==> src/rtl/ef_smsdac_msd_pkg.sv <==
// ef_smsdac_pkg: shared sizes, segment level codes and level decode for the MSD DAC
package ef_smsdac_pkg;
    localparam int NSEG  = 7;
    localparam int V_W   = 10;
    localparam int ACC_W = 4;
    typedef enum logic [1:0] {
        LVL_ZERO = 2'b00,
        LVL_POS  = 2'b01,
        LVL_NEG  = 2'b10,
        LVL_ILL  = 2'b11
    } lvl_code_e;
    // Illegal codes decode as level 0 so they contribute nothing downstream
    function automatic logic signed [1:0] lvl_decode(input logic [1:0] code);
        return (code == LVL_POS) ? 2'sb01 : (code == LVL_NEG) ? 2'sb11 : 2'sb00;
    endfunction
endpackage

==> src/rtl/ef_smsdac_msd_seg.sv <==
// ef_smsdac_msd_seg: one segment's decode, illegal detect and shaping monitor (EF_SMSDAC_MSD_MON_EN)
module ef_smsdac_msd_seg
    import ef_smsdac_pkg::*;
#(
    parameter int BOUND = 2
) (
    input  logic              clk,
    input  logic              rst,
    input  logic              clr,
    input  logic              i_vld,
    input  logic [1:0]        i_y,
    output logic signed [1:0] o_lvl,
    output logic              o_ill,
    output logic              o_ovf
);
    assign o_lvl = lvl_decode(i_y);
    assign o_ill = i_y == LVL_ILL;
`ifdef EF_SMSDAC_MSD_MON_EN
    localparam logic signed [ACC_W-1:0] P_BND = ACC_W'(BOUND);
    logic signed [ACC_W-1:0] r_acc;
    logic signed [ACC_W-1:0] w_acc;
    logic signed [ACC_W:0]   w_sum;
    logic                    w_over;
    logic                    r_pend;
    logic                    r_ovf;
    // Saturating integrator step; disagreeing top bits of the widened sum mean overflow
    always_comb begin
        w_sum  = (ACC_W+1)'(r_acc) + (ACC_W+1)'(o_lvl);
        w_acc  = (w_sum[ACC_W] != w_sum[ACC_W-1]) ? {w_sum[ACC_W], {(ACC_W-1){~w_sum[ACC_W]}}} : w_sum[ACC_W-1:0];
        w_over = (w_acc > P_BND) || (w_acc < -P_BND);
    end
    // Integrate at stage 1, publish the sticky violation one edge later alongside v_valid
    always_ff @(posedge clk or posedge rst) begin
        if (rst) begin
            r_acc  <= '0;
            r_pend <= 1'b0;
            r_ovf  <= 1'b0;
        end else if (clr) begin
            r_acc  <= '0;
            r_pend <= 1'b0;
            r_ovf  <= 1'b0;
        end else begin
            if (i_vld) r_acc <= w_acc;
            r_pend <= i_vld & w_over;
            r_ovf  <= r_ovf | r_pend;
        end
    end
    assign o_ovf = r_ovf;
`else
    logic w_unused;
    assign w_unused = ^{clk, rst, clr, i_vld, BOUND != 0};
    assign o_ovf    = 1'b0;
`endif
endmodule

==> src/rtl/ef_smsdac_msd.sv <==
// ef_smsdac_msd: 2-stage MSD segment reconstruction with illegal-code stats; monitor via EF_SMSDAC_MSD_MON_EN
module ef_smsdac_msd
    import ef_smsdac_pkg::*;
#(
    parameter int BOUND = 2,
    parameter int CNT_W = 8
) (
    input  logic                  clk,
    input  logic                  rst,
    input  logic                  in_valid,
    input  logic [1:0]            y0,
    input  logic [1:0]            y1,
    input  logic [1:0]            y2,
    input  logic [1:0]            y3,
    input  logic [1:0]            y4,
    input  logic [1:0]            y5,
    input  logic [1:0]            y6,
    input  logic                  y_c,
    input  logic                  clr,
    output logic signed [V_W-1:0] v,
    output logic                  v_valid,
    output logic                  ill_flag,
    output logic [CNT_W-1:0]      ill_cnt,
    output logic [NSEG-1:0]       seg_ovf
);
    logic [1:0]            w_y   [NSEG];
    logic signed [1:0]     w_lvl [NSEG];
    logic signed [1:0]     r_lvl [NSEG];
    logic [NSEG-1:0]       w_ill;
    logic                  r_yc;
    logic                  r_vld1;
    logic                  r_vld2;
    logic                  r_flag;
    logic signed [V_W-1:0] r_v;
    logic signed [V_W-1:0] w_sum;
    logic [CNT_W-1:0]      r_cnt;
    logic [2:0]            w_nill;
    logic [CNT_W:0]        w_cnt;
    assign w_y = '{y0, y1, y2, y3, y4, y5, y6};
    for (genvar k = 0; k < NSEG; k++) begin : g_seg
        ef_smsdac_msd_seg #(.BOUND(BOUND)) u_seg (
            .clk   (clk),
            .rst   (rst),
            .clr   (clr),
            .i_vld (in_valid),
            .i_y   (w_y[k]),
            .o_lvl (w_lvl[k]),
            .o_ill (w_ill[k]),
            .o_ovf (seg_ovf[k])
        );
    end
    // Weighted sum of the registered levels, each sign-extended before shifting
    always_comb begin
        w_sum = {2'b00, r_yc, 7'b0};
        for (int k = 0; k < NSEG; k++) w_sum = w_sum + ({{(V_W-2){r_lvl[k][1]}}, r_lvl[k]} << k);
    end
    // Illegal segments in the incoming sample, added with one spare bit to catch saturation
    always_comb begin
        w_nill = '0;
        for (int k = 0; k < NSEG; k++) w_nill = w_nill + 3'(w_ill[k]);
        w_cnt = {1'b0, r_cnt} + (CNT_W+1)'(w_nill);
    end
    // Stage 1: capture decoded levels and carry; clr never touches pipeline data
    always_ff @(posedge clk or posedge rst) begin
        if (rst) begin
            r_vld1 <= 1'b0;
            r_yc   <= 1'b0;
            r_lvl  <= '{default: '0};
        end else begin
            r_vld1 <= in_valid;
            if (in_valid) begin
                r_yc  <= y_c;
                r_lvl <= w_lvl;
            end
        end
    end
    // Illegal-code statistics; clr takes priority over a coincident sample
    always_ff @(posedge clk or posedge rst) begin
        if (rst) begin
            r_cnt  <= '0;
            r_flag <= 1'b0;
        end else if (clr) begin
            r_cnt  <= '0;
            r_flag <= 1'b0;
        end else if (in_valid) begin
            r_cnt  <= w_cnt[CNT_W] ? '1 : w_cnt[CNT_W-1:0];
            r_flag <= r_flag | (|w_ill);
        end
    end
    // Stage 2: register v, holding it between valid samples
    always_ff @(posedge clk or posedge rst) begin
        if (rst) begin
            r_vld2 <= 1'b0;
            r_v    <= '0;
        end else begin
            r_vld2 <= r_vld1;
            if (r_vld1) r_v <= w_sum;
        end
    end
    assign v        = r_v;
    assign v_valid  = r_vld2;
    assign ill_flag = r_flag;
    assign ill_cnt  = r_cnt;
endmodule

==> config.mk <==
export PLATFORM = sky130hd
export DESIGN_NAME = ef_smsdac_msd
export DESIGN_NICKNAME = d
export VERILOG_FILES = /design/src/rtl/ef_smsdac_msd_pkg.sv /design/src/rtl/ef_smsdac_msd_seg.sv /design/src/rtl/ef_smsdac_msd.sv
export SDC_FILE = /design/constraint.sdc
export NUM_CORES = 1
export LEC_CHECK = 0
export BUFFER_PORTS_ARGS = -buffer_cell sky130_fd_sc_hd__buf_4
export CORE_UTILIZATION = 45
export CTS_BUF_LIST = sky130_fd_sc_hd__clkbuf_8
export DETAILED_ROUTE_END_ITERATION = 10
export GPL_TIMING_DRIVEN = 0
export PLACE_DENSITY = 0.66
export REMOVE_ABC_BUFFERS = 1
export SYNTH_ARGS = -nofsm -noshare
export SYNTH_HDL_FRONTEND = slang
export SYNTH_HIERARCHICAL = 1
export SYNTH_SLANG_ARGS = --single-unit
==> constraint.sdc <==
create_clock -name clk -period 7.2 [get_ports clk]
set_input_delay 1.44 -clock clk [delete_from_list [all_inputs] [get_ports clk]]
set_output_delay 1.44 -clock clk [all_outputs]
set_load 0.05 [all_outputs]
==> flow_summary.toml, run 1 <==
[final_layout]
nFillCells = 523
multiInputGateArea_mm2 = 0.001622
postLayoutCellArea_mm2 = 0.003278
diodes = 0
final_cell_count_no_fill = 374
seq_area_um2 = 900.9
fin_nets = 378
area_growth_syn_to_layout_pct = 16.19
drive_gt1_frac = 0.2140

[sta]
period_needed_ps = 4644
hold_viol_final = 0
slew_violations = 0
tightestPinTransition_ps = 783.9
skew_ps = 5.401
setup-violations-final = 0
fmax_mhz = 215.3
period_share = 0.6450
slew_headroom = 0.4766
fin_tns_setup_ps = 0
rsz0062_at_grt = "no"

[place]
dp.cells = 366
port_buffers = 38
hpwl_um = 3516
gp_congestion = 0.7536
post_dp_cell_area_mm2 = 0.003119

[clock_tree]
clock_latency_ps = 290
cts_hold_buf = 0
cts_buffer_depth = 2
cts_buffers = 5
cts-root-buf = "clkbuf_8"
htree_levels = 2
cts_resized = 0
clk_pin_slew_ps = 80
cts_setup_buffers = 0
cts_sinks = 36
cts_tree = "built"

[synthesis]
syn_inst = 266
synth_warnings = 6
synth_area_mm2 = 0.002821
ys_seq_area_frac = 0.3193
ys_ff_latch = 36
synth.distinct_cells = 34
avgSynthCellArea_um2 = 10.61

[die]
initial_core_util = 0.4710
die_h_um = 81.18
core_area_mm2 = 0.005991
io_pins = 46
die_width_um = 81.18
num_rows = 28
die_area_mm2 = 0.006590

[drt]
via_per_inst = 4.840
post_drt_wl_per_cell_um = 12.05
drt_drc_violations_left = 0
dr_total_vias = 1810
first_pass_iters = 4
route.final.wire_length_um = 4508
final_antenna_net_count = 0
drt_iter0_drc = 20

[grt]
grt_max_degree = 39
grt_overflow = 0
grt_pass1_wl_um = 7838
grt_pass1_vias = 1824
antenna_found_initial = 0
track_usage = 0.1581

[setup_path]
critPathLaunchType = "input pin"
crit_path_max_fanout = 5
cp_cell_sequence = "buf_4 > ha_1 > fa_1 > inv_1 > fa_1 > fa_1 > inv_1 > ha_1 > fa_1 > a21o_1 > a21o_2 > nand4_1 > mux2_1"
crit_buf_inv = 3
arrival_ps = 4830
cp.required_ps = 7380
cp-end-kind = "flip-flop"
slowest_delay_ps = 510
reg2reg_from = "r_lvl[11]$_DFFE_PP0P_"
cp_common_cell = "fa_1"
worstSetupStartpoint = "y0[0]"
critPathSlowestCell = "fa_1"
critPathKind = "input pin to flip-flop"
critPathTopFamily = "adder cells"

[pwr]
power.leakage_nw = 1.704
peakVddDrop_v = 0.0002237
powerDensity_mw_per_mm2 = 345.4

[worst_hold_path]
hp-class = "flip-flop to flip-flop"
worstHoldStart = "ill_flag$_DFFE_PP0P_"

[job]
maxCapViolations = 0

[status]
status = "finished, final reports clean"
==> through the flow <==
stage	hold WS, ps	util	setup slack, ps	power, W
finish	499.3	0.5472	2556	0.001132
global placement	478.2	0.5207	2245	0.0008765
detailed placement	491.7	0.5207	2231	0.0008959
global route	529.7	0.5472	2431	0.001225
CTS	509.5	0.5472	2550	0.001152
floorplan	474.9	-	2513	0.0007503
==> final cells by class <==
class,instances,share of cell area
Multi-Input combinational cell,159,0.4947
Sequential cell,36,0.2748
Timing Repair Buffer,38,0.08702
Clock inverter,3,0.02748
Clock buffer,5,0.02099
Inverter,58,0.06641
Tap cell,75,0.02863
==> cell families after synthesis <==
group	share of synthesized area
AND/OR/NAND/NOR	0.05721
other	0.009314
flip-flops	0.3193
multiplexers	0.05987
AO/OA/AOI/OAI	0.07583
buffers and inverters	0.1060
XOR/XNOR	0.03282
adder cells (fa/ha/maj)	0.3397
==> flip-flops by register name (all words and copies together) (netlist names) <==
register / flops
v: 10
ill_flag: 1
r_lvl: 14
ill_cnt: 8
r_vld1: 1
r_yc: 1
v_valid: 1
==> worst paths after layout <==
check                                              end  slack, ps  cells after the start
min in group asynchronous             r_vld1$_DFF_PP0_       1290                      2
worst max register to register        v[9]$_DFFE_PP0P_       3490                     12
worst min-delay path              ill_flag$_DFFE_PP0P_        500                      2
worst min register to register    ill_flag$_DFFE_PP0P_        500                      2
max in group asynchronous         r_lvl[3]$_DFFE_PP0P_       5410                      2
worst max-delay path            ill_cnt[6]$_DFFE_PP0P_       2560                     13
==> synth_stat cells (all sizes together) <==
cell type	number	area [µm²]
buf	11	73.82
ha	35	437.9
mux2	15	168.9
o21a	3	22.52
nand2b	1	6.260
o211ai	1	12.51
a21o	3	23.77
a311oi	1	8.760
nor2	12	45.04
o21ai	10	50.05
inv	58	217.7
a211oi	2	15.01
clkbuf	2	7.510
a21oi	9	56.31
xnor3	1	22.52
nand4	5	31.28
dfrtp	36	900.9
nor2b	1	6.260
xnor2	8	70.07
nor3	2	10.01
a31oi	1	6.260
nor4b	1	8.760
nand3	2	10.01
o2111a	1	11.26
conb	7	26.28
nor4	1	6.260
o21bai	1	7.510
fa	26	520.5
nand2	10	37.54
==> power by group <==
part | internal (W) | total [W] | switching [W]
clock network | 0.000173 | 0.000252 | 0.0000782
logic | 0.000264 | 0.000612 | 0.000348
registers | 0.000243 | 0.000269 | 0.0000253
==> worst reg2reg max path: stages (launching register included) <==
cell      delay (ps)
dfrtp_1          470
fa_1             590
inv_1             80
fa_1             540
inv_1             60
fa_1             470
ha_1             320
inv_1             60
fa_1             450
nand2b_1         200
a21oi_4          130
xnor2_1          130
a21oi_1           80
==> cell usage in the layout, fill, tap and decap left out, types with 5 or more instances in the layout <==
cell,n
inv_1,57
buf_4,38
dfrtp_1,36
ha_1,35
fa_1,26
mux2_2,14
nor2_1,12
o21ai_0,10
nand2_1,10
a21oi_1,8
xnor2_1,8
conb_1,7
nand4_1,5
clkbuf_8,5
==> metal layers <==
layer	GRT usage	vias to the layer above	wire (µm)	share of wire
met5	0	-	0	0
met4	0.04286	0	32	0.0071
met3	0.03820	5	197	0.044
met2	0.2815	43	2218	0.49
met1	0.1893	872	2060	0.46
li1	-	890	-	-
No activity file was read; power rests on OpenSTA's default activity.
==> inputs of run 2 (changes only) <==
Settings changed: ABC_AREA set to 1, PLACE_DENSITY 0.66 to 0.68.
Clock period 7.2 ns to 4.18 ns, I/O delays scaled along.
==> run 2 against run 1 <==
Sequential power grew 76%. Register-to-register slack lost 3100 ps. Clock power is essentially flat. Largest power group unchanged.
==> flow_summary.toml, run 2 <==
[grt]
grt_pass1_vias = 1910
track_usage = 0.1608
met3_usage = 0.02967
grt_overflow = 0
use_met1 = 0.2022
antenna_found_initial = 0
use_met2 = 0.2721
grt_max_degree = 37
grt_pass1_wl_um = 8211
busiest_layer = "met2"

[drt]
dr_total_vias = 2031
drt_drc_violations_left = 0
post_drt_wl_per_cell_um = 11.02
route.final.wire_length_um = 4837
drt_iter0_drc = 94
final_antenna_net_count = 0
via_per_inst = 4.626
first_pass_iters = 7

[synthesis]
ys_top_cells_by_count = "nand2_1, inv_1, dfrtp_1"
synthDominantCellAreaShare = 0.3078
ys_seq_area_frac = 0.3078
synthTopCellsByArea = "dfrtp_1, fa_1, ha_1"
avgSynthCellArea_um2 = 8.922
ys_async_sr_fraction = 1.000
yosys.area.top_type = "dfrtp_1"
synth_area_mm2 = 0.002927
synth.distinct_cells = 27
ys_ff_latch = 36
syn_inst = 328
synth_warnings = 6
synth-main-ff-cell = "dfrtp_1"
synth-edff-count = 0
yosysMostFrequentCell = "nand2_1"

[clock_tree]
cts_resized = 0
htree_levels = 2
clock_latency_ps = 300
cts_buffers = 5
cts-root-buf = "clkbuf_8"
cts_buffer_depth = 2
cts_hold_buf = 0
cts_sinks = 36
cts_tree = "built"
clk_pin_slew_ps = 80
cts_setup_buffers = 0

[final_layout]
postLayoutCellArea_mm2 = 0.003311
largest_reg_flops = 14
area_growth_syn_to_layout_pct = 13.13
diodes = 0
final_common_cell = "nand2_1"
fin_nets = 441
top_register = "r_lvl"
final_cell_mix = "nand2_1, inv_1, buf_4, dfrtp_1, ha_1"
drive_gt1_frac = 0.1713

[setup_path]
worstSetupStartpoint = "r_lvl[11]$_DFFE_PP0P_"
arrival_ps = 3950
cp.required_ps = 4370
ff2ff_setup_slack_ps = 420
reg2reg_depth = 15
critPathLaunchType = "flip-flop"
crit_path_max_fanout = 5
critPathKind = "flip-flop to flip-flop"
cp-end-kind = "flip-flop"
r2r-end = "v[9]$_DFFE_PP0P_"
reg2reg_from = "r_lvl[11]$_DFFE_PP0P_"

[die]
core_area_mm2 = 0.006314
die_width_um = 82.65
initial_core_util = 0.4635
die_h_um = 82.65
io_pins = 46
die_area_mm2 = 0.006830
num_rows = 29

[sta]
fmax_mhz = 265.7
skew_ps = 8.792
tightestPinTransition_ps = 749.1
slew_violations = 0
rsz0062_at_grt = "no"
holdWs_ps = 474.3
setup-violations-final = 0
fin_tns_setup_ps = 0
hold_viol_final = 0
slew_headroom = 0.4999
timing.final.ws_setup_ps = 415.7
period_share = 0.9005
period_needed_ps = 3764

[pwr]
powerDensity_mw_per_mm2 = 544.7
clockPowerShare = 0.140
seqPwrFrac = 0.262
p_int_w = 0.0009467
power.leakage_nw = 1.866
peakVddDrop_v = 0.0003036
p_switching_w = 0.0008566
power.share.combinational = 0.598
swShare = 0.4750

[worst_hold_path]
hp-class = "flip-flop to flip-flop"
worstHoldStart = "v[5]$_DFFE_PP0P_"
holdPathEnd = "v[5]$_DFFE_PP0P_"
whs_path_depth = 2

[place]
dpl_worst_slack_ps = 136.0
hpwl_um = 3905
gp_congestion = 0.8457
port_buffers = 38
post_dp_cell_area_mm2 = 0.003223

[job]
maxCapViolations = 0

[status]
status = "finished, final reports clean"
-- run 2: changes by cell type in the layout (fill, tap and decap cells not counted), sizes merged, moves of 5 or more --
cell | previous run | this run
nand3 | 2 | 13
xnor2 | 8 | 3
mux2 | 15 | 5
o21ai | 10 | 18
inv | 58 | 71
nand2 | 10 | 77
-- run 2: final cells by class --
class	count	area [µm²]
multi-input combinational	209	1674
timing repair buffer	38	285.3
inverter	71	266.5
sequential	36	900.9
clock buffer	5	68.82
tap	77	96.34
clock inverter	3	18.77
fill	608	3003
-- run 2: worst max-delay path by stage --
stage                             end  slack [ps]  cells past startpoint
2_1_floorplan  ill_cnt[2]$_DFFE_PP0P_         460                     14
3_3_place_gp   ill_cnt[2]$_DFFE_PP0P_         150                     15
3_5_place_dp   ill_cnt[2]$_DFFE_PP0P_         140                     15
4_1_cts              v[9]$_DFFE_PP0P_         390                     15
5_1_grt              v[9]$_DFFE_PP0P_         190                     15
6_report             v[9]$_DFFE_PP0P_         420                     15
-- run 2: worst max-delay path, stage by stage (launching register included) --
cell     delay, ps
dfrtp_1        490
fa_1           540
fa_1           530
inv_1           70
fa_1           510
fa_1           540
inv_1           40
ha_1           320
nand2_1         80
nand2_1         40
nor2_1         140
nand3_1        120
nand2_1         80
nand2_1         40
nand3_1         50
nand2_1         50
-- run 2: layer usage --
metal  part of all wire  up-vias  routed length (µm)
met5                  0        -                   0
met1               0.47      940                2255
met4              0.014        0                  66
met3              0.042        8                 201
met2               0.48       40                2314
li1                   -     1043                   -
-- run 2: power by group through the flow --
stage               clock [W]  combinational, W  sequential [W]
finish               0.000253           0.00108        0.000473
floorplan                   0          0.000647        0.000670
global placement            0           0.00106        0.000479
global route         0.000271           0.00125        0.000483
detailed placement          0           0.00109        0.000481
CTS                  0.000257           0.00110        0.000475
-- run 2: cell families (layout without fill, tap and decap cells) --
| kind of cell | Yosys count | in the layout | share of synthesized area |
|---|---|---|---|
| AND/OR/NAND/NOR | 105 | 105 | 0.1569 |
| buffers and inverters | 83 | 117 | 0.1201 |
| adder cells (fa/ha/maj) | 61 | 61 | 0.3275 |
| flip-flops | 36 | 36 | 0.3078 |
| AO/OA/AOI/OAI | 27 | 27 | 0.04746 |
| other | 7 | 7 | 0.008980 |
| multiplexers | 5 | 5 | 0.01924 |
| XOR/XNOR | 4 | 4 | 0.01197 |
-- run 2: per-stage QoR --
stage                       util  total power, W  instances
final                     0.5244        0.001803        439
after global routing      0.5244        0.002007        439
after CTS                 0.5244        0.001828        439
after detailed placement  0.5105        0.001570        431
after global placement    0.5105        0.001534        431
after floorplan                -        0.001317        316
